**config.mk**
```make
export PLATFORM = sky130hd
export DESIGN_NAME = conv_stream_ctrl
export DESIGN_NICKNAME = d
export VERILOG_FILES = /design/src/rtl/conv_pkg.sv /design/src/rtl/conv_line_buf.sv /design/src/rtl/conv_stream_ctrl.sv
export SDC_FILE = /design/constraint.sdc
export NUM_CORES = 1
export LEC_CHECK = 0
export BUFFER_PORTS_ARGS = -buffer_cell sky130_fd_sc_hd__buf_4
export CAP_MARGIN = 30
export CELL_PAD_IN_SITES_DETAIL_PLACEMENT = 1
export CELL_PAD_IN_SITES_GLOBAL_PLACEMENT = 1
export CORE_MARGIN = 3
export CORE_UTILIZATION = 37
export DETAILED_ROUTE_END_ITERATION = 10
export PLACE_DENSITY_LB_ADDON = 0.1
export SLEW_MARGIN = 20
export SYNTH_ARGS = -nofsm -noshare
export SYNTH_HDL_FRONTEND = slang
export SYNTH_SLANG_ARGS = --single-unit
```
**constraint.sdc**
```tcl
create_clock -name clk -period 14.8 [get_ports clk]
set_input_delay 1.48 -clock clk [delete_from_list [all_inputs] [get_ports clk]]
set_output_delay 1.48 -clock clk [all_outputs]
set_load 0.03 [all_outputs]
```
**src/rtl/conv_pkg.sv**
```systemverilog
// Shared widths, FSM state encodings and index-width helper for the convolution stream controller.
package conv_pkg;

  localparam int PIX_W = 9;
  localparam int WT_W  = 8;
  localparam int ACC_W = 24;

  typedef logic [1:0] state_t;

  localparam state_t ST_IDLE  = 2'd0;
  localparam state_t ST_RUN   = 2'd1;
  localparam state_t ST_FLUSH = 2'd2;
  localparam state_t ST_DONE  = 2'd3;

  // Index width for n entries, never narrower than one bit.
  function automatic int idx_w(input int n);
    return (n > 1) ? $clog2(n) : 1;
  endfunction

endpackage

```
**src/rtl/conv_line_buf.sv**
```systemverilog
// Line buffers (K_H-1 rows of IMG_W pixels) feeding a K_HxK_W window shift register.
// Everything advances only on shift_en; the newest pixel lands in window column K_W-1 of the bottom row.
module conv_line_buf
  import conv_pkg::*;
#(
  parameter int IMG_W = 8,
  parameter int K_H   = 3,
  parameter int K_W   = 3
) (
  input  logic                       clk,
  input  logic                       rst,
  input  logic                       shift_en,
  input  logic [PIX_W-1:0]           pix_in,
  output logic [K_H*K_W*PIX_W-1:0]   win_out
);

  logic [PIX_W-1:0] rows [K_H-1][IMG_W];
  logic [PIX_W-1:0] taps [K_H];
  logic [PIX_W-1:0] win  [K_H][K_W];

  // Row r of the window is fed from the pixel seen (K_H-1-r) lines ago.
  always_comb begin
    for (int r = 0; r < K_H; r++) begin
      taps[r] = '0;
    end
    taps[K_H-1] = pix_in;
    for (int r = 0; r < K_H-1; r++) begin
      taps[r] = rows[K_H-2-r][IMG_W-1];
    end
  end

  // Row FIFOs and the window shift register.
  always_ff @(posedge clk) begin
    if (rst) begin
      for (int j = 0; j < K_H-1; j++) begin
        for (int i = 0; i < IMG_W; i++) begin
          rows[j][i] <= '0;
        end
      end
      for (int r = 0; r < K_H; r++) begin
        for (int c = 0; c < K_W; c++) begin
          win[r][c] <= '0;
        end
      end
    end else if (shift_en) begin
      rows[0][0] <= pix_in;
      for (int j = 1; j < K_H-1; j++) begin
        rows[j][0] <= rows[j-1][IMG_W-1];
      end
      for (int j = 0; j < K_H-1; j++) begin
        for (int i = 1; i < IMG_W; i++) begin
          rows[j][i] <= rows[j][i-1];
        end
      end
      for (int r = 0; r < K_H; r++) begin
        for (int c = 0; c < K_W-1; c++) begin
          win[r][c] <= win[r][c+1];
        end
        win[r][K_W-1] <= taps[r];
      end
    end
  end

  // Flatten the window, element (r,c) at slot r*K_W+c.
  always_comb begin
    win_out = '0;
    for (int r = 0; r < K_H; r++) begin
      for (int c = 0; c < K_W; c++) begin
        win_out[(r*K_W+c)*PIX_W +: PIX_W] = win[r][c];
      end
    end
  end

endmodule

```
**src/rtl/conv_stream_ctrl.sv**
```systemverilog
// Convolution stream controller: FSM, pixel counters, weight file and registered output slot.
// Optional macro CONV_STATS_EN adds the stat_outs / stat_stall counters.
module conv_stream_ctrl
  import conv_pkg::*;
#(
  parameter int IMG_H  = 8,
  parameter int IMG_W  = 8,
  parameter int K_H    = 3,
  parameter int K_W    = 3,
  parameter int NUM_PE = 4
) (
  input  logic                               clk,
  input  logic                               rst,
  input  logic                               start,
  output logic                               busy,
  output logic                               done,
  input  logic                               wt_we,
  input  logic [idx_w(NUM_PE*K_H*K_W)-1:0]   wt_addr,
  input  logic [WT_W-1:0]                    wt_data,
  input  logic                               pix_valid,
  output logic                               pix_ready,
  input  logic [PIX_W-1:0]                   pix_data,
  output logic [K_H*K_W*PIX_W-1:0]           pe_win,
  output logic [NUM_PE*K_H*K_W*WT_W-1:0]     pe_w,
  input  logic [NUM_PE*ACC_W-1:0]            pe_result,
  output logic                               out_valid,
  input  logic                               out_ready,
  output logic [NUM_PE*ACC_W-1:0]            out_data,
  output logic [idx_w(IMG_H)-1:0]            out_row,
  output logic [idx_w(IMG_W)-1:0]            out_col
`ifdef CONV_STATS_EN
  ,
  output logic [15:0]                        stat_outs,
  output logic [15:0]                        stat_stall
`endif
);

  localparam int NW = NUM_PE*K_H*K_W;
  localparam int RW = idx_w(IMG_H);
  localparam int CW = idx_w(IMG_W);

  state_t          state;
  state_t          state_nxt;
  logic [RW-1:0]   row;
  logic [CW-1:0]   col;
  logic            win_vld;
  logic [RW-1:0]   tag_row;
  logic [CW-1:0]   tag_col;
  logic [WT_W-1:0] wt [NW];

  logic            start_ok;
  logic            accept;
  logic            last_pix;
  logic            win_done;
  logic            slot_load;

  conv_line_buf #(
    .IMG_W (IMG_W),
    .K_H   (K_H),
    .K_W   (K_W)
  ) u_line_buf (
    .clk      (clk),
    .rst      (rst),
    .shift_en (accept),
    .pix_in   (pix_data),
    .win_out  (pe_win)
  );

  // Handshake and window-completion decode.
  always_comb begin
    start_ok  = (state == ST_IDLE) && start;
    pix_ready = (state == ST_RUN) && (!win_vld || !out_valid || out_ready);
    accept    = pix_valid && pix_ready;
    last_pix  = (row == RW'(IMG_H-1)) && (col == CW'(IMG_W-1));
    win_done  = accept && (row >= RW'(K_H-1)) && (col >= CW'(K_W-1));
    slot_load = win_vld && (!out_valid || out_ready);
  end

  // Next-state logic.
  always_comb begin
    state_nxt = state;
    case (state)
      ST_IDLE: begin
        if (start) state_nxt = ST_RUN;
        else       state_nxt = ST_IDLE;
      end
      ST_RUN: begin
        if (accept && last_pix) state_nxt = ST_FLUSH;
        else                    state_nxt = ST_RUN;
      end
      ST_FLUSH: begin
        if (!win_vld && !out_valid) state_nxt = ST_DONE;
        else                        state_nxt = ST_FLUSH;
      end
      ST_DONE: state_nxt = ST_IDLE;
      default: state_nxt = ST_IDLE;
    endcase
  end

  // State register with busy/done decoded from the next state so they are flops.
  always_ff @(posedge clk) begin
    if (rst) begin
      state <= ST_IDLE;
      busy  <= 1'b0;
      done  <= 1'b0;
    end else begin
      state <= state_nxt;
      busy  <= (state_nxt == ST_RUN) || (state_nxt == ST_FLUSH);
      done  <= (state_nxt == ST_DONE);
    end
  end

  // Raster position of the next pixel to be accepted.
  always_ff @(posedge clk) begin
    if (rst || start_ok) begin
      row <= '0;
      col <= '0;
    end else if (accept) begin
      if (col == CW'(IMG_W-1)) begin
        col <= '0;
        row <= last_pix ? '0 : row + RW'(1);
      end else begin
        col <= col + CW'(1);
      end
    end
  end

  // Pending-window flag and its output coordinates.
  always_ff @(posedge clk) begin
    if (rst || start_ok) begin
      win_vld <= 1'b0;
      tag_row <= '0;
      tag_col <= '0;
    end else if (win_done) begin
      win_vld <= 1'b1;
      tag_row <= row - RW'(K_H-1);
      tag_col <= col - CW'(K_W-1);
    end else if (slot_load) begin
      win_vld <= 1'b0;
    end
  end

  // Output slot: captures the lanes' results for the pending window, holds under backpressure.
  always_ff @(posedge clk) begin
    if (rst) begin
      out_valid <= 1'b0;
      out_data  <= '0;
      out_row   <= '0;
      out_col   <= '0;
    end else if (slot_load) begin
      out_valid <= 1'b1;
      out_data  <= pe_result;
      out_row   <= tag_row;
      out_col   <= tag_col;
    end else if (out_valid && out_ready) begin
      out_valid <= 1'b0;
    end
  end

  // Weight register file, writable only between frames.
  always_ff @(posedge clk) begin
    if (rst) begin
      for (int k = 0; k < NW; k++) begin
        wt[k] <= '0;
      end
    end else if ((state == ST_IDLE) && wt_we && (int'(wt_addr) < NW)) begin
      wt[wt_addr] <= wt_data;
    end
  end

  // Weight image, lane p occupying slots p*K_H*K_W .. p*K_H*K_W+K_H*K_W-1.
  always_comb begin
    pe_w = '0;
    for (int k = 0; k < NW; k++) begin
      pe_w[k*WT_W +: WT_W] = wt[k];
    end
  end

`ifdef CONV_STATS_EN
  // Per-frame saturating counters of output handshakes and input stalls.
  always_ff @(posedge clk) begin
    if (rst || start_ok) begin
      stat_outs  <= 16'h0000;
      stat_stall <= 16'h0000;
    end else begin
      if (out_valid && out_ready && (stat_outs != 16'hFFFF)) begin
        stat_outs <= stat_outs + 16'h0001;
      end
      if (((state == ST_RUN) || (state == ST_FLUSH)) && pix_valid && !pix_ready &&
          (stat_stall != 16'hFFFF)) begin
        stat_stall <= stat_stall + 16'h0001;
      end
    end
  end
`endif

endmodule

```
==> impl_metrics.tcl <==
set metrics [dict create \
    status "complete, no violations" \
    yosysMostFrequentCell "edfxtp_1" \
    clk_pin_slew_worst_paths_ns 0.06 \
    powerDensity_nw_per_um2 124 \
    final_util_pct 49.4 \
    grt_max_degree 115 \
    fin_skew_ns 0.0288 \
    synth_top_family_by_area "simple AND/OR/NAND/NOR gates" \
    synth_common_cells "edfxtp_1, nor2_1, and2_1" \
    endpoint_kind "primary output" \
    die_w_um 250 \
    synthAdderAreaFrac_pct 0.456 \
    grt_pass1_wl_um 106000 \
    synth_top_area_cell "edfxtp_1" \
    grt_use_total_pct 22.4 \
    dr.pass1.iters 5 \
    dieArea_um2 62300 \
    crit_required_ns 13.32 \
    port_buffers 599 \
    synth_edf_count 459 \
    async_reset_ff_share_pct 0 \
    synth-xor-area-share_pct 0 \
    worstSetupPathType "in2out" \
    row_count 88 \
    synthSimpleGateAreaFrac_pct 15.1 \
    numCtsBuffers 59 \
    ys_ff_latch 579 \
    synth_compound_area_share_pct 6.09 \
    grtUsageMet1_pct 29.0 \
    worst_slack_ns 10.83 \
    multi_input_area_um2 4890 \
    cp-start-kind "input pin" \
    synth_top_area_share_pct 62.8 \
    vdd_drop_max_mv 0.0808 \
    cts-root-buf "clkbuf_16" \
    setup_viol 0 \
    via_per_inst 5.08 \
    core_area_um2 58200 \
    die_h_um 250 \
    syn-instance-count 1719 \
    p_leak_uw 0.0112 \
    yosysWarnings 0 \
    grt-ovfl-total 0 \
    ctsHoldBuffers 0 \
    wl_per_cell_um 23.8 \
    cts_tree "done" \
    post-route-period-util_pct 26.8 \
    hold_ws_ns 0.456 \
    layout-drive-gt1-share_pct 31.7 \
    ant_nets 0 \
    grt_use_met3_pct 5.69 \
    tightest_slew_ns 0.889 \
    worst_slew_margin_rel_pct 40.5 \
    final-seq-area_um2 16200 \
    rrSetupSlack_ns 11.63 \
    hold_class "reg2reg" \
    syn-cell-area_um2 22000 \
    fin_nets 2372 \
    maxCapViolations 0 \
    pre_cts_ws_ns 9.78 \
    max_clock_freq_mhz 252 \
    hold_viol 0 \
    post-cts-setup-buffer-count 0 \
    synth_cell_types 40 \
    clock-sinks 579 \
    area_delta_synth_final_pct 31.0 \
    cts_max_path_buffers 3 \
    fill_cells 6061 \
    cp_max_fo 12 \
    avgSynthCellArea_um2 12.8 \
    ctsResizeCount 0 \
    num_vias 15500 \
    synth_fp_nets 1852 \
    htree_levels 2 \
    slew_violations 0 \
    synthTopCellsByArea "edfxtp_1, dfxtp_1, nor2_1" \
    setup_tns_ns 0 \
    pin_count 600 \
    antenna_found_initial 5 \
    initial_core_util_pct 37.7 \
    synthMuxAreaShare_pct 0.410 \
    dpl.hpwl_um 52000 \
    synthFlopType "edfxtp_1" \
    yosysSeqAreaShare_pct 73.7 \
    top_usage_layer "met2" \
    insertion_delay_ns 0.62 \
    grt_pass1_vias 15800 \
    drtIter0Drc 1132 \
    rsz0062_at_grt "no" \
    arrival_ns 2.49 \
    gp_congestion 0.803 \
    drc 0 \
    timing.final.crit_period_ns 3.97 \
    wl_um 72500 \
    use_met2_pct 37.6 \
]
## worst max-delay path, cell delays in order
cell	delay, ns
buf_4	0.13
and3b_1	0.56
nor2_1	0.11
buf_4	0.20
## stage by stage
step,instance area (um2),power (uW),std cells
finish,28800,3560,3053
global route,28800,3680,3050
CTS,28600,3590,3032
detailed placement,26700,2150,2927
global placement,26700,2140,2923
floorplan,22000,2030,1719
## kinds of logic (layout without fill, tap and decap cells)
logic type,Yosys count,in the layout
AND/OR/NAND/NOR,681,681
flip-flops,579,579
AO/OA/AOI/OAI,257,257
buffers and inverters,185,749
multiplexers,9,9
adder cells (fa/ha/maj),8,8
other,0,5
## area by class of cell
| class | instances | area share [%] |
|---|---|---|
| Sequential cell | 579 | 56.3 |
| Clock inverter | 24 | 0.796 |
| Timing Repair Buffer | 631 | 16.7 |
| Multi-Input combinational cell | 955 | 17.0 |
| Clock buffer | 81 | 5.64 |
| Tap cell | 765 | 3.33 |
| Inverter | 13 | 0.170 |
| Antenna cell | 5 | 0.0435 |
## state kept, by name, summed over array words and instances, names as in the netlist, 2 cells and up
signal,count
wt,288
u_line_buf.rows,109
out_data,96
u_line_buf.win,62
col,3
out_col,3
out_row,3
row,3
tag_col,3
tag_row,3
state,2
## path summary, 6_finish.rpt
| path | to | cells past startpoint | start |
|---|---|---|---|
| max | pix_ready | 4 | out_ready |
| min | out_row[2]$_SDFFE_PP0P_ | 2 | tag_row[2]$_SDFFE_PP0P_ |
| max reg2reg | wt[16][2]$_SDFFCE_PN0P_ | 5 | state[0]$_SDFF_PP0_ |
| min reg2reg | out_row[2]$_SDFFE_PP0P_ | 2 | tag_row[2]$_SDFFE_PP0P_ |
## metal layers
metal / vias to the layer above / wire length, um
met5: - / 0
li1: 7047 / -
met1: 7691 / 29500
met2: 649 / 35300
met3: 107 / 5740
met4: 0 / 2020
## report_power, final
group / internal, uW / total [uW] / switching [uW] / leakage [uW]
sequential: 1810 / 1840 / 29.2 / 0.00575
combinational: 86.6 / 275 / 188 / 0.00456
clock: 832 / 1450 / 614 / 0.000901
## cell usage in the layout (no fill, tap or decap), types with 17 or more instances in the layout
cell and instances:
a21oi_1 108, and2_1 171, buf_4 611, clkbuf_1 18
clkbuf_16 61, dfxtp_1 119, edfxtp_1 459, nand2_1 31
nand3_1 143, nor2_1 294, o21ai_0 118, o21ai_1 17
(Power assumes the default switching activity.)
